File: src/rtl/sample_writer_pkg.sv
// sample_writer_pkg: definitions shared by the sample writer and the sample
// collector.
//   SAMPLE_W   : width of one audio/ADC sample (8 bits)
//   wr_state_e : record-side control states (IDLE, RUN, DRAIN, DONE)
package sample_writer_pkg;

  localparam int SAMPLE_W = 8;

  typedef enum logic [1:0] {
    ST_IDLE  = 2'd0,
    ST_RUN   = 2'd1,
    ST_DRAIN = 2'd2,
    ST_DONE  = 2'd3
  } wr_state_e;

endpackage

File: src/rtl/sample_fifo.sv
// sample_fifo: synchronous show-ahead FIFO. The head entry is visible on dout
// whenever empty is low; pop consumes it.
// Parameters: DEPTH (power of two, >= 2), W (entry width).
// Ports:
//   clk, rst      : clock, synchronous active-high reset
//   flush         : discard all contents (takes priority over push/pop)
//   push, din     : write an entry; ignored when full unless a pop happens
//                   in the same cycle
//   pop           : consume the head entry; ignored when empty
//   dout          : head entry
//   full, empty   : occupancy flags
//   count         : number of stored entries
module sample_fifo #(
  parameter int DEPTH = 16,
  parameter int W     = 8,
  localparam int AW   = $clog2(DEPTH)
) (
  input  logic          clk,
  input  logic          rst,
  input  logic          flush,
  input  logic          push,
  input  logic          pop,
  input  logic [W-1:0]  din,
  output logic [W-1:0]  dout,
  output logic          full,
  output logic          empty,
  output logic [AW:0]   count
);

  localparam logic [AW:0] PTR_ONE = (AW+1)'(1);

  logic [W-1:0] mem_r [DEPTH];
  logic [AW:0]  wr_ptr_r;
  logic [AW:0]  rd_ptr_r;
  logic         do_push_s;
  logic         do_pop_s;

  // Flags and effective push/pop; a full FIFO accepts a push only when the
  // head leaves in the same cycle.
  always_comb begin
    empty     = (wr_ptr_r == rd_ptr_r);
    full      = (wr_ptr_r[AW] != rd_ptr_r[AW]) &&
                (wr_ptr_r[AW-1:0] == rd_ptr_r[AW-1:0]);
    count     = wr_ptr_r - rd_ptr_r;
    do_pop_s  = pop && !empty;
    do_push_s = push && (!full || do_pop_s);
    dout      = mem_r[rd_ptr_r[AW-1:0]];
  end

  // Read/write pointers (extra MSB distinguishes full from empty).
  always_ff @(posedge clk) begin
    if (rst || flush) begin
      wr_ptr_r <= '0;
      rd_ptr_r <= '0;
    end else begin
      if (do_push_s) begin
        wr_ptr_r <= wr_ptr_r + PTR_ONE;
      end
      if (do_pop_s) begin
        rd_ptr_r <= rd_ptr_r + PTR_ONE;
      end
    end
  end

  // Storage array; contents are don't-care until written.
  always_ff @(posedge clk) begin
    if (do_push_s) begin
      mem_r[wr_ptr_r[AW-1:0]] <= din;
    end
  end

endmodule

File: src/rtl/sample_writer.sv
// sample_writer: buffers 8-bit samples arriving on the sampling strobe and
// writes them sequentially from address 0 into external sample memory.
// Optional feature macro: SAMPLE_WRITER_OVF_EN adds the sticky o_overflow
// output; without it dropped samples are discarded silently.
// Parameters: ADDR_W (memory address width), FIFO_DEPTH (buffer entries).
// Ports:
//   i_clk, i_rst        : clock, synchronous active-high reset
//   i_start, i_stop     : one-cycle record control pulses
//   i_valid, i_data     : incoming sample strobe and value
//   o_addr, o_data, o_we: memory write request (held until i_ready)
//   i_ready             : memory accepts the write this cycle
//   o_busy              : recording or draining
//   o_done              : one-cycle pulse when a recording completes
//   o_count             : samples written in the current/last recording
//   o_overflow          : sticky dropped-sample flag (SAMPLE_WRITER_OVF_EN)
module sample_writer
  import sample_writer_pkg::*;
#(
  parameter int ADDR_W     = 20,
  parameter int FIFO_DEPTH = 16
) (
  input  logic                i_clk,
  input  logic                i_rst,
  input  logic                i_start,
  input  logic                i_stop,
  input  logic                i_valid,
  input  logic [SAMPLE_W-1:0] i_data,
  output logic [ADDR_W-1:0]   o_addr,
  output logic [SAMPLE_W-1:0] o_data,
  output logic                o_we,
  input  logic                i_ready,
  output logic                o_busy,
  output logic                o_done,
  output logic [ADDR_W:0]     o_count
`ifdef SAMPLE_WRITER_OVF_EN
  ,
  output logic                o_overflow
`endif
);

  localparam int FIFO_CW = $clog2(FIFO_DEPTH) + 1;
  // Count value just before memory becomes full (2**ADDR_W - 1).
  localparam logic [ADDR_W:0]    LAST_CNT = {1'b0, {ADDR_W{1'b1}}};
  localparam logic [ADDR_W:0]    CNT_ONE  = (ADDR_W+1)'(1);
  localparam logic [FIFO_CW-1:0] FIFO_ONE = FIFO_CW'(1);

  wr_state_e             state_r;
  wr_state_e             state_next_s;
  logic [ADDR_W:0]       count_r;

  logic                  fifo_full_s;
  logic                  fifo_empty_s;
  logic [FIFO_CW-1:0]    fifo_count_s;
  logic [SAMPLE_W-1:0]   fifo_head_s;

  logic                  active_s;
  logic                  we_s;
  logic                  accept_s;
  logic                  mem_full_s;
  logic                  push_req_s;
  logic                  push_s;
  logic                  flush_s;
  logic                  empty_after_s;
  logic                  start_s;

  // Write handshake, push arbitration and buffer lookahead.
  always_comb begin
    start_s    = (state_r == ST_IDLE) && i_start;
    active_s   = (state_r == ST_RUN) || (state_r == ST_DRAIN);
    we_s       = active_s && !fifo_empty_s;
    accept_s   = we_s && i_ready;
    // The accepted write that lands on the last address ends the recording.
    mem_full_s = accept_s && (count_r == LAST_CNT);
    push_req_s = (state_r == ST_RUN) && i_valid;
    push_s     = push_req_s && !mem_full_s && (!fifo_full_s || accept_s);
    // Entering DONE on memory full discards whatever is still buffered.
    flush_s    = start_s || mem_full_s;
    // Buffer will be empty after this edge: lets o_done follow the last
    // write (or the stop on an already empty buffer) by exactly one cycle.
    empty_after_s = !push_s &&
                    (fifo_empty_s || ((fifo_count_s == FIFO_ONE) && accept_s));
  end

  sample_fifo #(
    .DEPTH (FIFO_DEPTH),
    .W     (SAMPLE_W)
  ) u_fifo (
    .clk   (i_clk),
    .rst   (i_rst),
    .flush (flush_s),
    .push  (push_s),
    .pop   (accept_s),
    .din   (i_data),
    .dout  (fifo_head_s),
    .full  (fifo_full_s),
    .empty (fifo_empty_s),
    .count (fifo_count_s)
  );

  // Control FSM state register.
  always_ff @(posedge i_clk) begin
    if (i_rst) begin
      state_r <= ST_IDLE;
    end else begin
      state_r <= state_next_s;
    end
  end

  // Control FSM next-state logic; memory full overrides stop/drain.
  always_comb begin
    state_next_s = state_r;
    case (state_r)
      ST_IDLE: begin
        if (i_start) begin
          state_next_s = ST_RUN;
        end else begin
          state_next_s = ST_IDLE;
        end
      end
      ST_RUN: begin
        if (mem_full_s) begin
          state_next_s = ST_DONE;
        end else if (i_stop) begin
          state_next_s = empty_after_s ? ST_DONE : ST_DRAIN;
        end else begin
          state_next_s = ST_RUN;
        end
      end
      ST_DRAIN: begin
        if (mem_full_s || empty_after_s) begin
          state_next_s = ST_DONE;
        end else begin
          state_next_s = ST_DRAIN;
        end
      end
      ST_DONE: state_next_s = ST_IDLE;
      default: state_next_s = ST_IDLE;
    endcase
  end

  // Write address / sample counter; both advance together on each accepted
  // write, so the address is the low bits of the count.
  always_ff @(posedge i_clk) begin
    if (i_rst) begin
      count_r <= '0;
    end else if (start_s) begin
      count_r <= '0;
    end else if (accept_s) begin
      count_r <= count_r + CNT_ONE;
    end
  end

`ifdef SAMPLE_WRITER_OVF_EN
  logic overflow_r;
  logic drop_s;

  // A sample offered in RUN but not pushed was dropped.
  always_comb begin
    drop_s = push_req_s && !push_s;
  end

  // Sticky overflow flag, cleared only by reset or a new recording.
  always_ff @(posedge i_clk) begin
    if (i_rst) begin
      overflow_r <= 1'b0;
    end else if (start_s) begin
      overflow_r <= 1'b0;
    end else if (drop_s) begin
      overflow_r <= 1'b1;
    end
  end

  // Overflow output.
  always_comb begin
    o_overflow = overflow_r;
  end
`endif

  // Control FSM outputs, decoded from registered state and buffer pointers.
  always_comb begin
    o_we    = we_s;
    o_data  = we_s ? fifo_head_s : '0;
    o_addr  = count_r[ADDR_W-1:0];
    o_busy  = active_s;
    o_done  = (state_r == ST_DONE);
    o_count = count_r;
  end

endmodule
File: config.mk
export PLATFORM = sky130hd
export DESIGN_NAME = sample_writer
export DESIGN_NICKNAME = d
export VERILOG_FILES = /design/src/rtl/sample_writer_pkg.sv /design/src/rtl/sample_fifo.sv /design/src/rtl/sample_writer.sv
export SDC_FILE = /design/constraint.sdc
export NUM_CORES = 1
export LEC_CHECK = 0
export BUFFER_PORTS_ARGS = -buffer_cell sky130_fd_sc_hd__buf_2
export CORE_ASPECT_RATIO = 1.75
export CORE_MARGIN = 3
export CORE_UTILIZATION = 59
export DETAILED_ROUTE_END_ITERATION = 8
export PLACE_DENSITY = 0.79
export SYNTH_ARGS = -nofsm -noshare
export SYNTH_HDL_FRONTEND = slang
export SYNTH_SLANG_ARGS = --single-unit
File: constraint.sdc
create_clock -name i_clk -period 3.7 [get_ports i_clk]
set_clock_uncertainty 0.2 [all_clocks]
set_input_delay 0.555 -clock i_clk [delete_from_list [all_inputs] [get_ports i_clk]]
set_output_delay 0.555 -clock i_clk [all_outputs]
set_load 0.03 [all_outputs]
# Word level (Yosys, flattened, before mapping)
# Memories as Yosys holds them, arrays and structs flattened. A register that Yosys moved wholly into a read port is not among the register bits.
# Index checks and enable logic that the tools add are counted.
[op_classes] add_sub_neg=4 n_mux=11 n_reduce_logical=25 n_eq_ne=8
[ops] operator="21-bit by 1-bit adder with 21-bit output, second input constant" n=1
[ops] operator="21-bit by 20-bit equality test with 1-bit output, second input constant" n=1
[ops] operator="1-bit logical AND" n=12
[ops] operator="5-bit by 1-bit adder with 5-bit output, second input constant" n=2
[ops] operator="4-bit 2-to-1 mux" n=2
[ops] operator="8-bit 2-to-1 mux" n=1
[ops] operator="2-bit one-hot mux with 4 select lines" n=1
[ops] operator="1-bit logical OR" n=7
[ops] operator="5-bit by 1-bit equality test with 1-bit output, second input constant" n=1
[ops] operator="5-bit equality test" n=1
[ops] operator="1-bit 2-to-1 mux" n=5
[ops] operator="5-bit subtractor" n=1
[ops] operator="2-bit equality test, second input constant" n=2
[ops] operator="4-bit equality test" n=1
[ops] operator="1-bit logical NOT" n=4
[ops] operator="2-bit 2-to-1 mux" n=2
[ops] operator="2-bit by 1-bit equality test with 1-bit output, second input constant" n=1
[ops] operator="2-bit logical NOT" n=1
[ops] operator="2-bit OR reduction" n=1
[ops] operator="1-bit != test" n=1
[totals] word_cells=53 ramBits=128 in_bits=14 output_inout_bits=52 mem_count=1 regBits=33
[memory_table] name="u_fifo.mem_r" words=16 width=8 rd=1 rd_ports_with_merged_regs=1 write_ports=1 line_no="sample_fifo.sv:32" text="logic [W-1:0] mem_r [DEPTH];"

# Longest topological paths before layout
# Gate-level depths: netlist of run 1.
[logic_depth] ltp_word=14 ltp_mapped=10 ltp_nobuf=8

# Hierarchy
# From an unflattened synthesis of run 1, not the netlist that was laid out.
[hier_totals] hier_cells=472 area_unflattened_um2=7066.8
[modules_own_cells] mod="sample_fifo" area_per_inst_um2=5661.7 n_inst=1 seq_area_each_um2=4124.0 cells_each=302
[modules_own_cells] mod="sample_writer" area_per_inst_um2=1405.1 n_inst=1 seq_area_each_um2=460.4 cells_each=170

# Least setup slack after synthesis of run 1
# OpenSTA, ideal clock, no wires.
[synth_timing] path_type="reg-to-reg" start="register state_r[0]" end="memory u_fifo.mem_r[12][0] (enable)" stages_incl_launch_ff=10 arrival_time_ns=2.392 setup_slack_ns=0.830 cell_sequence="dfxtp_1 > inv_1 > ha_1 > nand2_1 > a211o_1 > buf_2 > nor4_1 > nor2b_1 > clkbuf_1 > and3_1"
[synth_via] elab_chain_len=11 word_cells_on_any_way=16
[synth_lines] item="start: declaration" line_no="sample_writer.sv:47" text="wr_state_e state_r;"
[synth_lines] item="start signal: assignment" line_no="sample_writer.sv:105" text="state_r <= state_next_s;"
[synth_lines] item="2-bit by 1-bit equality test with 1-bit output or 2-bit equality test (tied branches)" line_no="sample_writer.sv:69" text="active_s = (state_r == ST_RUN) || (state_r == ST_DRAIN);"
[synth_lines] item="1-bit logical OR *" line_no="sample_writer.sv:69"
[synth_lines] item="net o_busy" line_no="sample_writer.sv:32" text="output logic o_busy,"
[synth_lines] item="1-bit logical AND *" line_no="sample_writer.sv:70" text="we_s = active_s && !fifo_empty_s;"
[synth_lines] item="1-bit logical AND *" line_no="sample_writer.sv:71" text="accept_s = we_s && i_ready;"
[synth_lines] item="1-bit logical AND" line_no="sample_writer.sv:73" text="mem_full_s = accept_s && (count_r == LAST_CNT);"
[synth_lines] item="1-bit logical NOT" line_no="sample_writer.sv:75" text="push_s = push_req_s && !mem_full_s && (!fifo_full_s || accept_s);"
[synth_lines] item="1-bit logical AND (2 in a row)" line_no="sample_writer.sv:75"
[synth_lines] item="1-bit logical AND *" line_no="sample_fifo.sv:46" text="do_push_s = push && (!full || do_pop_s);"
[synth_lines] item="1-bit 2-to-1 mux *" line_no="sample_fifo.sv:67" text="if (do_push_s) begin"
[synth_lines] item="1-bit 2-to-1 mux (not written as such) *" line_no="sample_fifo.sv:68" text="mem_r[wr_ptr_r[AW-1:0]] <= din;"
[synth_lines] item="end: declaration" line_no="sample_fifo.sv:32"
# The timed path passes the listed nets; every way through them passes the cells marked *.

==> results of run 1 <==
[stage by stage]
stage               cells  worst slack, ps  power [uW]
floorplan             451              830        2340
global placement      620              696        2470
detailed placement    620              528        2470
CTS                   652              427        4100
global route          652              259        4220
finish                652              433        4090
[area by class of cell]
type,count,area (um2)
fill,773,3700
inverter,15,56.3
clock buffer,17,425
clock inverter,15,139
tap,135,169
sequential,165,4590
multi-input combinational,234,2190
timing repair buffer,71,383
[where the power goes]
group          internal [uW]  switching [uW]  leakage [uW]
Combinational            136             258       0.00110
Clock                    887             761      0.000271
Sequential              2030            18.7       0.00145
[kinds of logic after synthesis]
group / count (synthesis)
compound gates: 25
xor+xnor: 26
fa+ha+maj: 16
buf+inv: 52
flops: 165
mux: 43
simple gates: 124
[cells in the mapped netlist, types with 11 or more instances]
master	count	area [um2]
ha_1	15	188
mux4_2	40	901
xnor2_1	15	131
nor2_1	32	120
inv_1	15	56.3
and3_1	23	144
edfxtp_1	128	3840
buf_4	20	150
clkbuf_1	11	41.3
dfxtp_1	37	741
xor2_1	11	96.3
nand2_1	16	60.1
[final timing paths]
kind	start	to	slack (ps)	depth (start not counted)
setup / recovery	flop	o_data[1]	430	5
hold / removal	i_rst	flop	120	2
setup reg to reg	state_r[0]	u_fifo.mem_r[9][0]	480	8
hold reg to reg	flop	flop	310	2
[cell usage in the layout (no fill, tap or decap), types with 8 or more instances in the layout]
master | netlist | final
a21oi_1 | 9 | 9
ha_1 | 15 | 15
mux4_2 | 40 | 40
and3_1 | 23 | 23
inv_1 | 15 | 15
dfxtp_1 | 37 | 36
nand3_1 | 10 | 10
edfxtp_1 | 128 | 128
nor2_1 | 32 | 32
nor4_1 | 8 | 8
nand2_1 | 16 | 16
nand4_1 | 9 | 9
xnor2_1 | 15 | 15
clkbuf_16 | 0 | 17
buf_2 | 5 | 65
xor2_1 | 11 | 11
[worst register-to-register path, delay by kind of cell (launching register included)]
kind,cells,cell delay (ps)
and+or+nand+nor,4,1060
adders and majority gates,1,520
AOI/OAI and AO/OA,1,460
DFF,1,390
buffers and inverters,2,320
[state kept, by name, indices dropped and copies added (netlist names), named ones only]
signal           cells
u_fifo.wr_ptr_r      5
u_fifo.mem_r       128
state_r              1
o_count             21
u_fifo.rd_ptr_r      5
[routing by layer]
layer	vias up	global-route usage, %	wire [um]
met4	0	11.6	502
met5	-	0	0
li1	1831	-	-
met2	198	48.8	9180
met1	2015	26.3	5450
met3	36	5.26	762
==> results by group, run 1 <==
Critical path
  • Crit-path max FO: 32
  • Worst Path Buf+Inv: 2
  • Crit path DAT: 2510 ps
  • Kind of critical path: reg -> out
  • Worst-path cell chain: buf_12, mux4_2, mux4_2, and3_1, buf_2
  • Crit path required time: 2940 ps
  • CP Capture Type: output pin
  • Crit path launch type: flop
  • Top delay family on crit path: multiplexers
  • CP max stage delay: 600 ps
  • Slowest CP cell: mux4_2
  • Most common cell on crit path: mux4_2

Synth
  • Register area share after synthesis: 65.1%
  • Post-synthesis sequential element count: 165
  • Synth Area in XOR/XNOR: 3.23%
  • Total number of yosys warnings: 0
  • Post-Syn Instances: 451
  • Netlist cell types: 39
  • Syn_nets: 481
  • Synth Area in Compound Gates: 2.29%
  • Post-synthesis simple-gate area fraction: 9.34%
  • Synth Flop Type: edfxtp_1
  • Async SR Flop Fraction: 0%
  • Main combinational cell family by area after synthesis: multiplexers
  • Post-Syn Area: 7050 um2
  • Syn Area/Cell: between 15 and 20 um2
  • Number of synthesized flops with an enable pin: 128
  • Mux cell area share after synthesis: between 10% and 20%
  • Synth Area in Adders: about 3%

Global route
  • Largest net degree at the start of global routing: 33
  • Gr ovfl total: 0
  • Vias in the first global route: 4083
  • GRT Util Overall: 25.8%
  • Initial antenna violation count: 0
  • First-pass GRT wire length: 23.9 mm

Route
  • Vias per inst: 6.26
  • Routed via count: 4080
  • Final WL: 15.9 mm
  • Antenna-violating nets left: 0
  • WL per Instance: 24.4 um
  • Drt initial violations: 273
  • DRC: 0
  • Pre-antenna DRT Iters: 5

Clock tree
  • Max clock buf depth: 2
  • Root buffer cell: clkbuf_16
  • CTS resizes: 0
  • TritonCTS Buffers: 17
  • CTS Hold Buffers Added: 0
  • Worst skew pair latency: 420 ps
  • Clock-pin slew on the worst setup and hold paths: 60 ps
  • Clock sinks: 165
  • CTS tree: done
  • Setup repair bufs after CTS: 0
  • H-Tree Depth: 4

Die
  • Row count: 52
  • Die footprint: 13300 um2
  • Die X: between 80 and 90 um
  • Core Area: 11600 um2
  • Initial Utilization: 60.5%
  • Die height: between 150 and 200 um
  • Io pins: 66

Placement
  • Port Buffers: 65
  • Post-Place Cell Area: about 7400 um2
  • HPWL after DPL: 11.1 mm
  • RD Place Congestion: 0.926

Timing
  • Final setup TNS: 0 ps
  • Tmin final: roughly 3300 ps
  • Final hold vios: 0
  • Final hold slack: ~120 ps
  • Slew @ Worst Pin: 725 ps
  • RSZ-0062 raised after global routing: no
  • Max_slew headroom: roughly half
  • Max Clk Rate: 306 MHz
  • Final setup violating endpoints: 0
  • Final worst-path cycle share: 88.3%
  • Max Slew Vio Count: 0

Final layout
  • Nets@finish: around 530
  • Area Overhead vs Synth: 12.7%
  • Final core utilization: 68.2%
  • Design Area, Final: around 7900 um2
  • Diodes inserted: 0
  • Share of cells above drive strength 1: 28.2%

Power and ir drop
  • LEAKAGE: 0.00282 uW
  • Peak supply drop: 0.391 mV
  • Pwr/cell area: 515 nW/um2

Flow run
  • Max-Cap Viols: 0

Min path
  • Type of the tightest min-delay check: in -> reg

Status
  • Status: complete, no violations
(Power assumes the default switching activity.)
==> inputs of run 2 (changes only) <==
Settings changed: REMOVE_ABC_BUFFERS set to 1.
==> run 2 against run 1 <==
Against the previous run:
- combinational power about the same
- critical path type unchanged
- global-route usage shrank 0.28 points
- die area is the same
- routed wire length fell by 1.0%
- maximum frequency increased by 0.72%
- critical endpoint is now o_data[5]
- design area is 0.72% higher
- final cell count fell by 0.15%
- worst hold slack better by 16 ps
- via count about the same
- worst setup slack gained 23 ps
- count of clock-buffer cells in the layout did not move
- register-to-register slack lost 20 ps
==> results by group, run 2 (synthesis gave the netlist of run 1 again) <==
Route
  • DRC: 0
  • Antenna-violating nets left: 0
  • Routed via count: 4077
  • Drt initial violations: 316
  • Pre-antenna DRT Iters: 4
  • WL per Instance: roughly 24 um
  • Vias per inst: between 6 and 7
  • Final WL: 15.7 mm

Critical path
  • Crit path DAT: 2490 ps
  • Top delay family on crit path: multiplexers
  • Crit-path max FO: 32
  • Crit path required time: between 2000 and 3000 ps
  • Crit path launch type: flop
  • Most common cell on crit path: mux4_2
  • Reg2reg start: state_r[0]
  • Worst Path Buf+Inv: 2
  • R2R depth: 8
  • Kind of critical path: reg -> out
  • CP Capture Type: output pin
  • Worst r2r dst: u_fifo.mem_r[11][2]
  • Worst-path cell chain: buf_12, mux4_2, mux4_2, and3_1, buf_2
  • CP max stage delay: between 500 and 600 ps
  • Slowest CP cell: mux4_2
  • R2R setup slack: between 400 and 500 ps

Final layout
  • Final core utilization: 68.7%
  • Share of cells above drive strength 1: 28.3%
  • Fill cell count: 750
  • Multi-input gate area in the final layout: 2190 um2
  • Register area: 4590 um2
  • Most frequent cells in the layout: 128 x edfxtp_1, 65 x buf_2, 40 x mux4_2, 36 x dfxtp_1, 32 x nor2_1
  • Most common cell after layout, fill and taps aside: edfxtp_1
  • Max reg flops: ~130
  • Diodes inserted: 0
  • Area Overhead vs Synth: 13.5%
  • Nets@finish: 533

Timing
  • Slew @ Worst Pin: 832 ps
  • Max Slew Vio Count: 0
  • Max_slew headroom: around 44%
  • Final hold vios: 0
  • Tmin final: roughly 3200 ps
  • Max Clk Rate: 308 MHz
  • RSZ-0062 raised after global routing: no
  • Final setup violating endpoints: 0
  • Final setup TNS: 0 ps
  • Final worst-path cycle share: 87.7%
  • Final hold slack: 137 ps

Die
  • Die X: 88.6 um
  • Io pins: 66
  • Die footprint: roughly 13000 um2
  • Core Area: roughly 12000 um2
  • Row count: 52
  • Initial Utilization: between 60 and 70%
  • Die height: about 150 um

Clock tree
  • Worst skew pair latency: between 400 and 500 ps
  • Max clock buf depth: 2
  • Clock-pin slew on the worst setup and hold paths: 60 ps
  • CTS resizes: 0
  • H-Tree Depth: 4
  • Root buffer cell: clkbuf_16
  • TritonCTS Buffers: 17
  • Clock sinks: 165
  • Setup repair bufs after CTS: 0
  • CTS Hold Buffers Added: 0
  • CTS tree: done

Min path
  • Min-delay src: i_rst
  • Worst hold stages: 2
  • Type of the tightest min-delay check: in -> reg

Global route
  • GRT Util Overall: roughly 26%
  • Initial antenna violation count: 0
  • Gr ovfl total: 0
  • Vias in the first global route: between 4000 and 5000
  • Largest net degree at the start of global routing: 33
  • First-pass GRT wire length: 24.0 mm

Power and ir drop
  • LEAKAGE: 0.00286 uW
  • Pwr/cell area: 535 nW/um2
  • Peak supply drop: 0.346 mV

Placement
  • RD Place Congestion: 0.850
  • Port Buffers: 65
  • HPWL after DPL: ~11 mm

Status
  • Status: complete, no violations

Flow run
  • Max-Cap Viols: 0
run 2: report_power, final:
| part | switching, uW | internal [uW] | total, uW |
|---|---|---|---|
| registers | 20.3 | 2030 | 2050 |
| logic | 259 | 135 | 394 |
| clock network | 705 | 1140 | 1840 |
| total | 985 | 3300 | 4280 |
run 2: worst max path at each step:
stage,endpoint,slack (ps),cells after the start
2_1_floorplan,o_data[0],110,3
3_3_place_gp,u_fifo.mem_r[11][6],690,8
3_5_place_dp,u_fifo.mem_r[8][4],510,8
4_1_cts,o_data[5],430,5
5_1_grt,u_fifo.mem_r[11][2],290,8
6_report,o_data[5],460,5
run 2: metrics by stage:
| step | worst slack [ps] | instances | power [uW] | cell area [um2] |
|---|---|---|---|---|
| after floorplan | 114 | 414 | 2320 | 6830 |
| after global placement | 685 | 619 | 2470 | 7370 |
| after detailed placement | 513 | 619 | 2480 | 7370 |
| after CTS | 428 | 651 | 4310 | 8000 |
| after global routing | 294 | 651 | 4410 | 8000 |
| final | 457 | 651 | 4280 | 8000 |
run 2: cell type report:
class                   instances  area share, %
repair buffers                 70           4.69
multi-input cells             234           27.3
inverters                      15          0.704
clock inverters                15           2.55
well taps                     135           2.11
clock buffers                  17           5.32
flip-flops and latches        165           57.3
run 2: per-layer routing:
metal | part of all wire (%) | vias up | wire [um] | global-route usage [%]
met5 | 0 | - | 0 | 0
met3 | 7.1 | 37 | 1120 | 5.15
met1 | 32 | 2005 | 4970 | 26.1
met2 | 56 | 209 | 8850 | 47.3
met4 | 5.0 | 0 | 787 | 13.5
li1 | - | 1826 | - | -
==> inputs of run 3 (changes only) <==
Clock period 3.7 ns to 3.4 ns, I/O delays scaled along.
==> run 3 against run 2 <==
Against the previous run:
- non-clock buffer count up 3
- highest routed layer unchanged
- global-route usage barely moved
- worst setup slack got worse by 260 ps
- register-to-register slack worse by 160 ps
- core utilization down 0.30 points
- via count is 1.6% higher
==> results by group, run 3 (synthesis gave the netlist of run 1 again) <==
Global route
  • Largest net degree at the start of global routing: 33
  • Initial antenna violation count: 0
  • M2 GR Usage: 47.3%
  • GR Util met1: ~27%
  • GRT Util Overall: approximately 26%
  • First-pass GRT wire length: 23.8 mm
  • Vias in the first global route: between 4000 and 5000
  • Gr ovfl total: 0
  • Met3 usage: 5.53%
  • Grt peak-use layer: met2

Placement
  • Pre-CTS setup slack: slightly below 70 ps
  • RD Place Congestion: 0.908
  • HPWL after DPL: 11.1 mm
  • Port Buffers: 65

Clock tree
  • Worst skew pair latency: 420 ps
  • Clock sinks: 165
  • Clock-pin slew on the worst setup and hold paths: 60 ps
  • Root buffer cell: clkbuf_16
  • CTS tree: done
  • Setup repair bufs after CTS: 0
  • Max clock buf depth: 2
  • TritonCTS Buffers: 17
  • H-Tree Depth: 4

Critical path
  • Worst-path cell chain: buf_12, mux4_2, mux4_2, and3_1, buf_2
  • Crit path required time: between 2000 and 3000 ps
  • CP Capture Type: output pin
  • Crit path DAT: 2500 ps
  • Most common cell on crit path: mux4_2
  • CP max stage delay: 580 ps
  • Slowest CP cell: mux4_2
  • Reg2reg start: u_fifo.wr_ptr_r[0]
  • Kind of critical path: reg -> out
  • Worst Path Buf+Inv: 2
  • Crit path launch type: flop
  • Top delay family on crit path: multiplexers
  • Crit-path max FO: 32

Route
  • Pre-antenna DRT Iters: 6
  • DRC: 0
  • Routed via count: 4142
  • Drt initial violations: roughly 310
  • Antenna-violating nets left: 0
  • Vias per inst: 6.33
  • WL per Instance: 24.0 um
  • Final WL: between 15 and 20 mm

Timing
  • Slew @ Worst Pin: ~800 ps
  • Final setup TNS: 0 ps
  • Final WS setup: ~190 ps
  • Final hold vios: 0
  • Max_slew headroom: 45.8%
  • Max Clk Rate: 312 MHz
  • RSZ-0062 raised after global routing: no
  • Final worst-path cycle share: 94.3%
  • Tmin final: 3210 ps
  • Final setup violating endpoints: 0
  • Max Slew Vio Count: 0

Final layout
  • Most frequent cells in the layout: 128 x edfxtp_1, 65 x buf_2, 40 x mux4_2, 36 x dfxtp_1, 32 x nor2_1
  • Nets@finish: 536
  • Most common cell after layout, fill and taps aside: edfxtp_1
  • Diodes inserted: 0
  • Fill cell count: ~770
  • Max reg flops: 128
  • Share of cells above drive strength 1: 28.9%
  • Area Overhead vs Synth: 13.1%

Power and ir drop
  • Peak supply drop: 0.349 mV
  • Power consumption: 4480 uW
  • Net Switching: 1100 uW
  • Part of the power in the clock network: 40.7%
  • Sequential Power Share: 49.7%
  • Sw Share: roughly 25%
  • Pwr/cell area: 562 nW/um2
  • Comb pwr share: 9.6%
  • LEAKAGE: between 0.002 and 0.003 uW
  • Internal Dissipation: approximately 3400 uW

Min path
  • Min-delay src: i_rst
  • Type of the tightest min-delay check: in -> reg

Die
  • Die X: 88.6 um
  • Die height: 151 um
  • Die footprint: 13300 um2
  • Row count: 52
  • Initial Utilization: 60.5%
  • Core Area: 11600 um2
  • Io pins: 66

Status
  • Status: complete, no violations

Flow run
  • Max-Cap Viols: 0
==> run 3: changes by cell type in the layout (fill, tap and decap cells not counted), sizes merged <==
cell      before  now
buf           70   73
bufinv         4    1
inv           18   21
clkinvlp       0    3
clkinv         8    5
==> run 3: final cells by class <==
cell class | instances | area (um2) | share of cell area (%)
multi-input combinational | 234 | 2190 | 27.5
timing repair buffer | 73 | 398 | 4.99
inverter | 15 | 56.3 | 0.707
clock buffer | 17 | 425 | 5.34
clock inverter | 15 | 144 | 1.81
tap | 135 | 169 | 2.12
sequential | 165 | 4590 | 57.6
==> run 3: routing by layer <==
metal	share of wire, %	vias to the layer above
li1	-	1824
met2	57	221
met1	34	2057
met5	0	-
met3	5.5	40
met4	3.8	0
==> run 3: final timing paths <==
check,end,slack [ps],depth (start not counted)
hold / removal,flop,100,2
setup reg to reg,u_fifo.mem_r[11][7],300,7
hold reg to reg,flop,300,2
setup / recovery,o_data[5],190,5
==> run 3: worst reg2reg max path: stages, from the launching register on <==
cell	delay, ps
dfxtp_1	420
inv_1	120
ha_1	310
and4_1	280
a211o_1	290
nor4_1	530
nor2b_2	280
and3_1	380
==> run 3: through the flow <==
step	utilization (%)	cell area (um2)	hold WS, ps	std cells
after CTS	68.4	7960	79.6	654
after floorplan	-	6830	259	414
final	68.4	7970	95.6	654
after global routing	68.4	7970	89.5	654
after global placement	63.5	7390	278	622
after detailed placement	63.5	7390	294	622
==> run 3: power by group through the flow <==
stage               combinational [uW]  sequential (uW)  clock [uW]
global route                       465             2230        1940
floorplan                          257             2270           0
finish                             431             2230        1820
detailed placement                 429             2270           0
CTS                                432             2230        1840
global placement                   421             2270           0
==> run 3: repair_timing <==
| action | CTS | global route |
|---|---|---|
| gates resized for setup | 0 | 1 |
| hold buffers | 0 | 0 |
| setup endpoints to repair | 0 | 120 |
